### config.mk
export PLATFORM = sky130hd
export DESIGN_NAME = fetch_stage
export DESIGN_NICKNAME = d
export VERILOG_FILES = /design/src/rtl/cpu_pkg.sv /design/src/rtl/fd_reg.sv /design/src/rtl/fetch_stage.sv
export SDC_FILE = /design/constraint.sdc
export NUM_CORES = 1
export LEC_CHECK = 0
export BUFFER_PORTS_ARGS = -buffer_cell sky130_fd_sc_hd__buf_2
export CAP_MARGIN = 20
export CORE_MARGIN = 1.5
export CORE_UTILIZATION = 35
export CTS_BUF_LIST = sky130_fd_sc_hd__clkbuf_4 sky130_fd_sc_hd__clkbuf_8
export CTS_CLUSTER_SIZE = 28
export DETAILED_ROUTE_END_ITERATION = 10
export MAX_ROUTING_LAYER = met4
export SETUP_SLACK_MARGIN = 0.2
export SLEW_MARGIN = 20
export SYNTH_ARGS = -nofsm -noshare
export SYNTH_HDL_FRONTEND = slang
export SYNTH_SLANG_ARGS = --single-unit
### constraint.sdc
create_clock -name clk -period 6.6 [get_ports clk]
set_clock_uncertainty 0.15 [all_clocks]
set_input_delay 0.33 -clock clk [delete_from_list [all_inputs] [get_ports clk]]
set_output_delay 0.33 -clock clk [all_outputs]
set_load 0.01 [all_outputs]
### src/rtl/cpu_pkg.sv
// Shared CPU package: fetch constants, instruction-memory window,
// fetch state encoding and the address-error check helper.
package cpu_pkg;

  localparam logic [31:0] PC_RESET  = 32'h0000_3000;
  localparam logic [31:0] NOP_INSTR = 32'h0000_0000;
  localparam logic [31:0] IM_BASE   = 32'h0000_3000;
  localparam logic [31:0] IM_LAST   = 32'h0000_6FFC;

  typedef enum logic {
    FETCH = 1'b0,
    HOLD  = 1'b1
  } fetch_state_t;

  function automatic logic pc_bad(input logic [31:0] pc);
    return (pc[1:0] != 2'b00) || (pc < IM_BASE) || (pc > IM_LAST);
  endfunction

endpackage

### src/rtl/fd_reg.sv
// F/D pipeline register: hold when disabled, load an instruction
// or a bubble when enabled, asynchronous active-high reset.
module fd_reg
  import cpu_pkg::*;
(
  input  logic        clk,
  input  logic        reset,
  input  logic        en,
  input  logic        load,
  input  logic [31:0] instr_in,
  input  logic [31:0] pc_in,
  input  logic        adel_in,
  output logic [31:0] instr,
  output logic [31:0] pc,
  output logic        valid,
  output logic        exc_adel
);

  always_ff @(posedge clk or posedge reset) begin
    if (reset) begin
      instr    <= NOP_INSTR;
      pc       <= PC_RESET;
      valid    <= 1'b0;
      exc_adel <= 1'b0;
    end else if (en) begin
      if (load) begin
        instr    <= instr_in;
        pc       <= pc_in;
        valid    <= 1'b1;
        exc_adel <= adel_in;
      end else begin
        // bubble keeps pc so D still sees a sane address
        instr    <= NOP_INSTR;
        valid    <= 1'b0;
        exc_adel <= 1'b0;
      end
    end
  end

endmodule

### src/rtl/fetch_stage.sv
// Fetch stage: PC, FETCH/HOLD sequencing, delayed-branch redirect.
// Define FETCH_ADEL_EN to enable the fetch address-error check.
module fetch_stage
  import cpu_pkg::*;
(
  input  logic        clk,
  input  logic        reset,
  input  logic        en_PC,
  input  logic        en_F,
  input  logic        redirect_valid,
  input  logic [31:0] redirect_pc,
  output logic        imem_req,
  output logic [31:0] imem_addr,
  input  logic        imem_ack,
  input  logic [31:0] imem_rdata,
  output logic [31:0] instr_D,
  output logic [31:0] pc_D,
  output logic [31:0] pc8_D,
  output logic        valid_D,
  output logic        exc_adel_D,
  output logic        fetch_busy
);

  fetch_state_t state;
  logic [31:0]  pc;
  logic         pend;
  logic [31:0]  pend_pc;
  logic [31:0]  hold_buf;

  logic         adel;
  logic         ack_ok;
  logic         ready;
  logic         deliver;
  logic         take;
  logic [31:0]  instr_f;
  logic [31:0]  next_pc;

`ifdef FETCH_ADEL_EN
  assign adel = (state == FETCH) && pc_bad(pc);
`else
  assign adel = 1'b0;
`endif

  assign imem_req   = !reset && (state == FETCH) && !adel;
  assign imem_addr  = pc;
  assign ack_ok     = imem_req && imem_ack;
  assign ready      = (state == HOLD) || ack_ok || adel;
  assign deliver    = ready && en_F && en_PC;
  assign take       = redirect_valid && valid_D && en_F;
  assign fetch_busy = !ready;

  always_comb begin
    instr_f = imem_rdata;
    unique case (1'b1)
      (state == HOLD): instr_f = hold_buf;
      adel:            instr_f = NOP_INSTR;
      default: ;
    endcase
  end

  always_comb begin
    next_pc = pc + 32'd4;
    unique case (1'b1)
      take:          next_pc = redirect_pc;
      (!take&&pend): next_pc = pend_pc;
      default: ;
    endcase
  end

  always_ff @(posedge clk or posedge reset) begin
    if (reset) begin
      state    <= FETCH;
      pc       <= PC_RESET;
      pend     <= 1'b0;
      pend_pc  <= 32'h0;
      hold_buf <= 32'h0;
    end else if (deliver) begin
      state <= FETCH;
      pc    <= next_pc;
      pend  <= 1'b0;
    end else begin
      if (ack_ok) begin
        hold_buf <= imem_rdata;
        state    <= HOLD;
      end
      // branch left D before its target could be used
      if (take) begin
        pend    <= 1'b1;
        pend_pc <= redirect_pc;
      end
    end
  end

  fd_reg u_fd (
    .clk      (clk),
    .reset    (reset),
    .en       (en_F),
    .load     (deliver),
    .instr_in (instr_f),
    .pc_in    (pc),
    .adel_in  (adel),
    .instr    (instr_D),
    .pc       (pc_D),
    .valid    (valid_D),
    .exc_adel (exc_adel_D)
  );

  assign pc8_D = pc_D + 32'd8;

endmodule

==> metrics, run 1 <==
Initial Utilization 0.357; Sink Count ~160; delay-heaviest family, CP simple AND/OR/NAND/NOR gates; Synth Area in XOR/XNOR 0.0283; #FFs+latches synth roughly 160; crit path launch u_fd.pc[4]$_DFFE_PP0P_; CP Depth 6; share of cells above drive strength 1 0.301; Syn Inst Count a little over 800; Tot Pwr approximately 0.0033 W; Die Y between 150 and 200 um; Synth Warn # 0; GRT Overall Usage 0.195; Yosys top cell area share 0.475; Slew @ Worst Pin between 900 and 1000 ps; complex-gate fraction of the synthesized area 0.119; Slew headroom 0.340; Hold Path Class primary input to register; status finished clean; wire per inst 16.7 um; post-route ant nets 0; clock latency on the worst-skew pair 460 ps; CTS tree done; maximum VDD drop roughly 120 uV; Seq/Total Area, Yosys 0.488; Post-Syn Area per Cell between 10 and 15 um^2; placed cells 1294; Yosys cell types 64; CP required between 6000 and 7000 ps; crit path launch type register; Reg-to-Reg End imem_addr[18]$_DFFE_PP0P_; RSZ-0062 raised after global routing no; final setup TNS 0 ps; Initial DRC Count ~550; WP data arrival 2460 ps; Final period util 0.445; Worst Setup Path Type register to primary output; initial antenna violation count 1; P per Cell Area about 310 nW/um^2; cell chain of the critical path ha_1 > nand3_1 > nor4_4 > nand4_1 > xnor2_1 > buf_2; # Post-CTS Setup Buffers 0; async set-reset flop share out of synthesis 1.00; critical path's slowest cell nor4_4; leakage about 4.8 nW; worst r2r src u_fd.valid$_DFFE_PP0P_; post-synth top area cell dfrtp_1; endpoint class of the critical path primary output; die area between 20000 and 25000 um^2; H-tree depth 4; # setup viols final 0; gp weighted congestion between 0.8 and 0.9; peak per-stage delay on the critical path around 600 ps; drt total wl between 20000 and 25000 um; mux cell area share after synthesis 0.138; Port Buffers 200; worst hold slack 72.8 ps; Die Width about 160 um; max cap viols 0; crit-path max FO 9; post-detail-place hpwl between 15000 and 20000 um; Nets between 1000 and 1500; Finished Layout Cells ~1400; CP Capture Point pc8_D[31]; syn_nets 900; # DRC 0; Root Buffer clkbuf_8; synth top area cells dfrtp_1 48%, mux2_2 8.2%, nand2_1 6.1%; CTS Buf Count 17; Fmax about 340 MHz; drt pass-1 iters 5; vias in the first global route 6544; vias between 7000 and 8000; largest family of logic cells by synthesized area simple AND/OR/NAND/NOR gates; Post-synth EDFFs 0; grt ovf 0; vias per std cell between 5 and 6; R2R depth 4; num rows 56; Reg2Reg Setup Slack between 3000 and 4000 ps; largest net degree at the start of global routing about 100; max-slew violations 0; # IOs between 200 and 250; Clock Pin Slew Worst Setup and Hold Paths 100 ps; Post-synth top flop dfrtp_1; Post-Synth Adder-Cell Area 0.00299; core area approximately 23000 um^2; Buf+Inv Stages, Crit Path 1; Post-Synth Simple-Gate Area 0.168; synthesized area ~8400 um^2; wire length of the first global-routing pass 36700 um; Final Hold Fails 0; min Tclk post-route just under 3000 ps; Clock Tree Buf Depth 2; Area growth syn-to-layout 26.4%
[cell usage after synthesis, types with 4 or more instances]
master and number:
dfrtp_1 159, nand2_1 136, mux2_2 61, o21ai_0 50, mux2i_1 43, inv_1 41
nand4_1 36, o22ai_1 35, nand3_1 31, buf_2 26, xnor2_1 23, clkbuf_1 21
nor2_1 16, and4_1 14, a21oi_1 12, and3_1 10, o211ai_1 10, buf_4 9
and2_1 8, a31o_2 6, o311ai_0 6, or4_1 5, dfstp_2 4, nor3_1 4
xor2_1 4
[cell type report]
| class | count | area (um^2) |
|---|---|---|
| diodes | 1 | 2.50 |
| clock buffers | 17 | 234 |
| clock inverters | 15 | 149 |
| fillers | 2304 | 12900 |
| inverters | 41 | 159 |
| multi-input cells | 563 | 3830 |
| flip-flops and latches | 163 | 4090 |
| well taps | 319 | 399 |
| repair buffers | 273 | 1710 |
[worst min path at each step]
stage	cells past startpoint	to	slack (ps)	start
2_1_floorplan	1	pend_pc[21]$_DFFE_PP0P_	310	pend_pc[21]$_DFFE_PP0P_
3_3_place_gp	1	pend_pc[23]$_DFFE_PP0P_	320	pend_pc[23]$_DFFE_PP0P_
3_5_place_dp	1	pend_pc[22]$_DFFE_PP0P_	330	pend_pc[22]$_DFFE_PP0P_
4_1_cts	3	state$_DFFE_PP0P_	40	en_PC
5_1_grt	3	state$_DFFE_PP0P_	60	en_PC
6_report	3	state$_DFFE_PP0P_	70	en_PC
[layout by cell type, fill, tap and decap left out, drive strengths merged, types with 5 or more instances in the layout]
master	n
inv	47
clkbuf	17
o21ai	50
and3	10
nand2	136
or4	5
dlygate4sd3	65
o22ai	35
nand3	31
and2	9
and4	14
a21oi	12
clkinv	6
nor2	17
dfrtp	159
mux2	64
o211ai	11
a31o	6
buf	208
mux2i	43
nor4	5
o311ai	9
nand4	38
xnor2	23
[cell families (layout without fill, tap and decap cells)]
family	after synthesis	count (layout)
AND/OR/NAND/NOR	276	276
flip-flops	163	163
AO/OA/AOI/OAI	150	150
multiplexers	107	107
buffers and inverters	102	346
XOR/XNOR	27	27
adder cells (fa/ha/maj)	2	2
other	1	2
[per-stage QoR]
| step | instance area (um^2) | worst slack (ps) | utilization |
|---|---|---|---|
| 2_1_floorplan | 8370 | 1720 | - |
| 3_3_place_gp | 9540 | 3650 | 0.406 |
| 3_5_place_dp | 9540 | 3620 | 0.406 |
| 4_1_cts | 10600 | 3570 | 0.450 |
| 5_1_grt | 10600 | 3430 | 0.450 |
| 6_report | 10600 | 3660 | 0.450 |
[sequential cells by signal, summed over array words and instances (netlist names)]
name and count:
hold_buf 32, imem_addr 32, pend 1, pend_pc 32, state 1, u_fd.instr 32
u_fd.pc 32, u_fd.valid 1
[worst min-delay path: stages]
cell    delay, ps
buf_2          80
and2_4        190
nor2_1         60
[report_power, final]
part | internal (W) | switching, W | leakage (nW)
clock network | 0.000279 | 0.000429 | 0.186
logic | 0.000483 | 0.000523 | 2.62
registers | 0.00126 | 0.000311 | 1.97
total | 0.00202 | 0.00126 | 4.78
[layer usage]
layer / vias to the layer above / share of wire / wire length [um] / global-route usage
li1: 3445 / - / - / -
met1: 3418 / 0.50 / 11600 / 0.286
met2: 223 / 0.43 / 10100 / 0.270
met3: 31 / 0.049 / 1140 / 0.0367
met4: 0 / 0.019 / 450 / 0.0593
met5: - / 0 / 0 / -
[repair_timing]
action | CTS | global route
resized for setup | 0 | 0
endpoints found under the hold margin | 192 | 0
hold buffers | 65 | 0
No activity file was read; power rests on OpenSTA's default activity.
==> run 2, diff against run 1 <==
- clock period: 6.6 -> 2.6 ns (I/O delays scaled with it)
==> run 2 against run 1 <==
Against the previous run:
- register-to-register slack got worse by 3300 ps
- combinational power rose to 2.7 times the previous value
- non-clock buffer count rose by 25
- final area rose by 2.4%
- routed wire length rose by 1.8%
- hold slack got worse by 13 ps
- critical path depth rose by 1
- utilization rose by 1.1 points
- die area did not move
- first-iteration DRC count rose by 3.5%
- critical endpoint is now pc8_D[27]
- largest cell class unchanged
==> metrics, run 2 (synthesized netlist as in run 1, its figures left out) <==
status finished clean (unchanged); # DRC 0 (unchanged); min Tclk post-route roughly 2400 ps; placed cells 1308 (was 1294); CP Capture Point pc8_D[27] (was pc8_D[31]); CTS tree done (unchanged); gp weighted congestion 0.830 (was 0.810); Initial DRC Count 565 (was 546); grt ovf 0 (unchanged); worst slack at placement 397 ps (was 3620 ps); Root Buffer clkbuf_8 (unchanged); Area growth syn-to-layout 29.4% (was 26.4%); Slew @ Worst Pin 746 ps (was 990 ps); Clock Pin Slew Worst Setup and Hold Paths 90 ps (was 100 ps); cell chain of the critical path nand4_1 > buf_6 > nor4_4 > buf_6 > nand4_1 > xnor2_1 > buf_2 (was ha_1 > nand3_1 > nor4_4 > nand4_1 > xnor2_1 > buf_2); max-slew violations 0 (unchanged); Die Width 158 um (unchanged); maximum VDD drop 364 uV (was 119 uV); most frequent cells in the layout 201 x buf_2, 156 x dfrtp_1, 136 x nand2_1 (was 200 x buf_2, 158 x dfrtp_1, 136 x nand2_1); drt total wl 23600 um (was 23200 um); crit path launch u_fd.pc[13]$_DFFE_PP1P_ (was u_fd.pc[4]$_DFFE_PP0P_); max cap viols 0 (unchanged); die area 24800 um^2 (unchanged); RSZ-0062 raised after global routing yes (was no); Die Y 158 um (unchanged); vias 7218 (was 7117); vias in the first global route 6645 (was 6544); crit path launch type register (unchanged); # setup viols final 0 (unchanged); met1 usage 0.289 (was 0.286); core area 23500 um^2 (unchanged); grt met3 use 0.0290 (was 0.0367); Final period util 0.918; crit-path max FO 5 (was 9); Slew headroom 0.503 (was 0.340); CP required 2320 ps (was 6120 ps); WP data arrival 2110 ps (was 2460 ps); diode count 0 (was 1); Clock Tree Buf Depth 2 (unchanged); Initial Utilization 0.357 (unchanged); gr busiest metal met1 (unchanged); # IOs 202 (unchanged); Fmax approximately 420 MHz; worst r2r src imem_addr[3]$_DFFE_PP0P_ (was u_fd.valid$_DFFE_PP0P_); delay-heaviest family, CP flip-flops (was simple AND/OR/NAND/NOR gates); CP Depth 7 (was 6); Placed Area 9650 um^2 (was 9540 um^2); Finished Layout Cells 1416 (was 1392); initial antenna violation count 0 (was 1); Final Cell Area 10800 um^2 (was 10600 um^2); Port Buffers 200 (unchanged); Nets 1156 (was 1131); leading cell type in the layout, fill and taps excluded buf_2 (unchanged); GRT Overall Usage 0.195 (about the same); final worst slack 214 ps (was 3660 ps); vias per std cell 5.10 (was 5.11); Sink Count 163 (unchanged); num rows 56 (unchanged); share of cells above drive strength 1 0.322 (was 0.301); critical path's slowest cell dfstp_2 (was nor4_4); H-tree depth 4 (unchanged); CTS Buf Count 17 (unchanged); Worst Setup Path Type register to primary output (unchanged); Layout fillers 2255 (was 2304); peak per-stage delay on the critical path 570 ps (was 600 ps); met2 usage 0.274 (was 0.270); post-detail-place hpwl 16000 um (was 15700 um); R2R depth 5 (was 4); Final Hold Fails 0 (unchanged); clock latency on the worst-skew pair 460 ps (about the same); leakage 4.93 nW (was 4.78 nW); Reg-to-Reg End imem_addr[28]$_DFFE_PP0P_ (was imem_addr[18]$_DFFE_PP0P_); final setup TNS 0 ps (unchanged); post-route ant nets 0 (unchanged); wire length of the first global-routing pass 36700 um (about the same); P per Cell Area 793 nW/um^2 (was 311 nW/um^2); Reg2Reg Setup Slack 360 ps (was 3680 ps); largest net degree at the start of global routing 130 (was 101); wire per inst 16.7 um (about the same); endpoint class of the critical path primary output (unchanged); drt pass-1 iters 5 (unchanged); Buf+Inv Stages, Crit Path 3 (was 1); Hold Path Class primary input to register (unchanged)
run 2: timing repair:
| action | in CTS | in global routing |
|---|---|---|
| endpoints found under the hold margin | 271 | 0 |
| gates resized for setup | 3 | 8 |
| endpoints found under the setup margin | 18 | 18 |
| gates cloned | 0 | 1 |
| pin swaps | 2 | 7 |
| buffers inserted | 7 | 2 |
| hold buffers | 66 | 0 |
run 2: tightest hold or removal path, delay by kind of cell:
family                 cells  cell delay (ps)
AND/OR/NAND/NOR            2              290
buffers and inverters      1              190
run 2: cell type report:
cell class	count	area, um^2	area share
well taps	319	399	0.0368
inverters	41	158	0.0146
multi-input cells	563	3860	0.357
repair buffers	298	1920	0.178
clock buffers	18	248	0.0229
flip-flops and latches	163	4090	0.377
clock inverters	14	154	0.0142
run 2: layer usage:
| metal | part of all wire | vias to the layer above |
|---|---|---|
| met5 | 0 | - |
| met4 | 0.018 | 0 |
| met3 | 0.042 | 25 |
| met2 | 0.45 | 226 |
| met1 | 0.49 | 3483 |
| li1 | - | 3484 |
run 2: stage by stage:
stage	hold WS [ps]	utilization	power (W)
finish	60.2	0.461	0.00859
global placement	191	0.411	0.00650
CTS	21.3	0.459	0.00863
floorplan	115	-	0.00547
detailed placement	193	0.411	0.00658
global route	49.1	0.461	0.00917
run 2: how the worst min path moves through the flow:
stage                               start                 endpoint  slack (ps)  cells after the start
final                                en_F        state$_DFFE_PP0P_          60                      3
after global routing                 en_F        state$_DFFE_PP0P_          50                      3
after global placement              reset        state$_DFFE_PP0P_         190                      3
after floorplan           redirect_pc[21]  pend_pc[21]$_DFFE_PP0P_         110                      1
after CTS                            en_F        state$_DFFE_PP0P_          20                      3
after detailed placement            reset        state$_DFFE_PP0P_         190                      3
run 2: where the power goes:
group	switching, W	total (W)	internal, W
Combinational	0.00145	0.00276	0.00131
Sequential	0.000708	0.00392	0.00321
Clock	0.00108	0.00192	0.000834
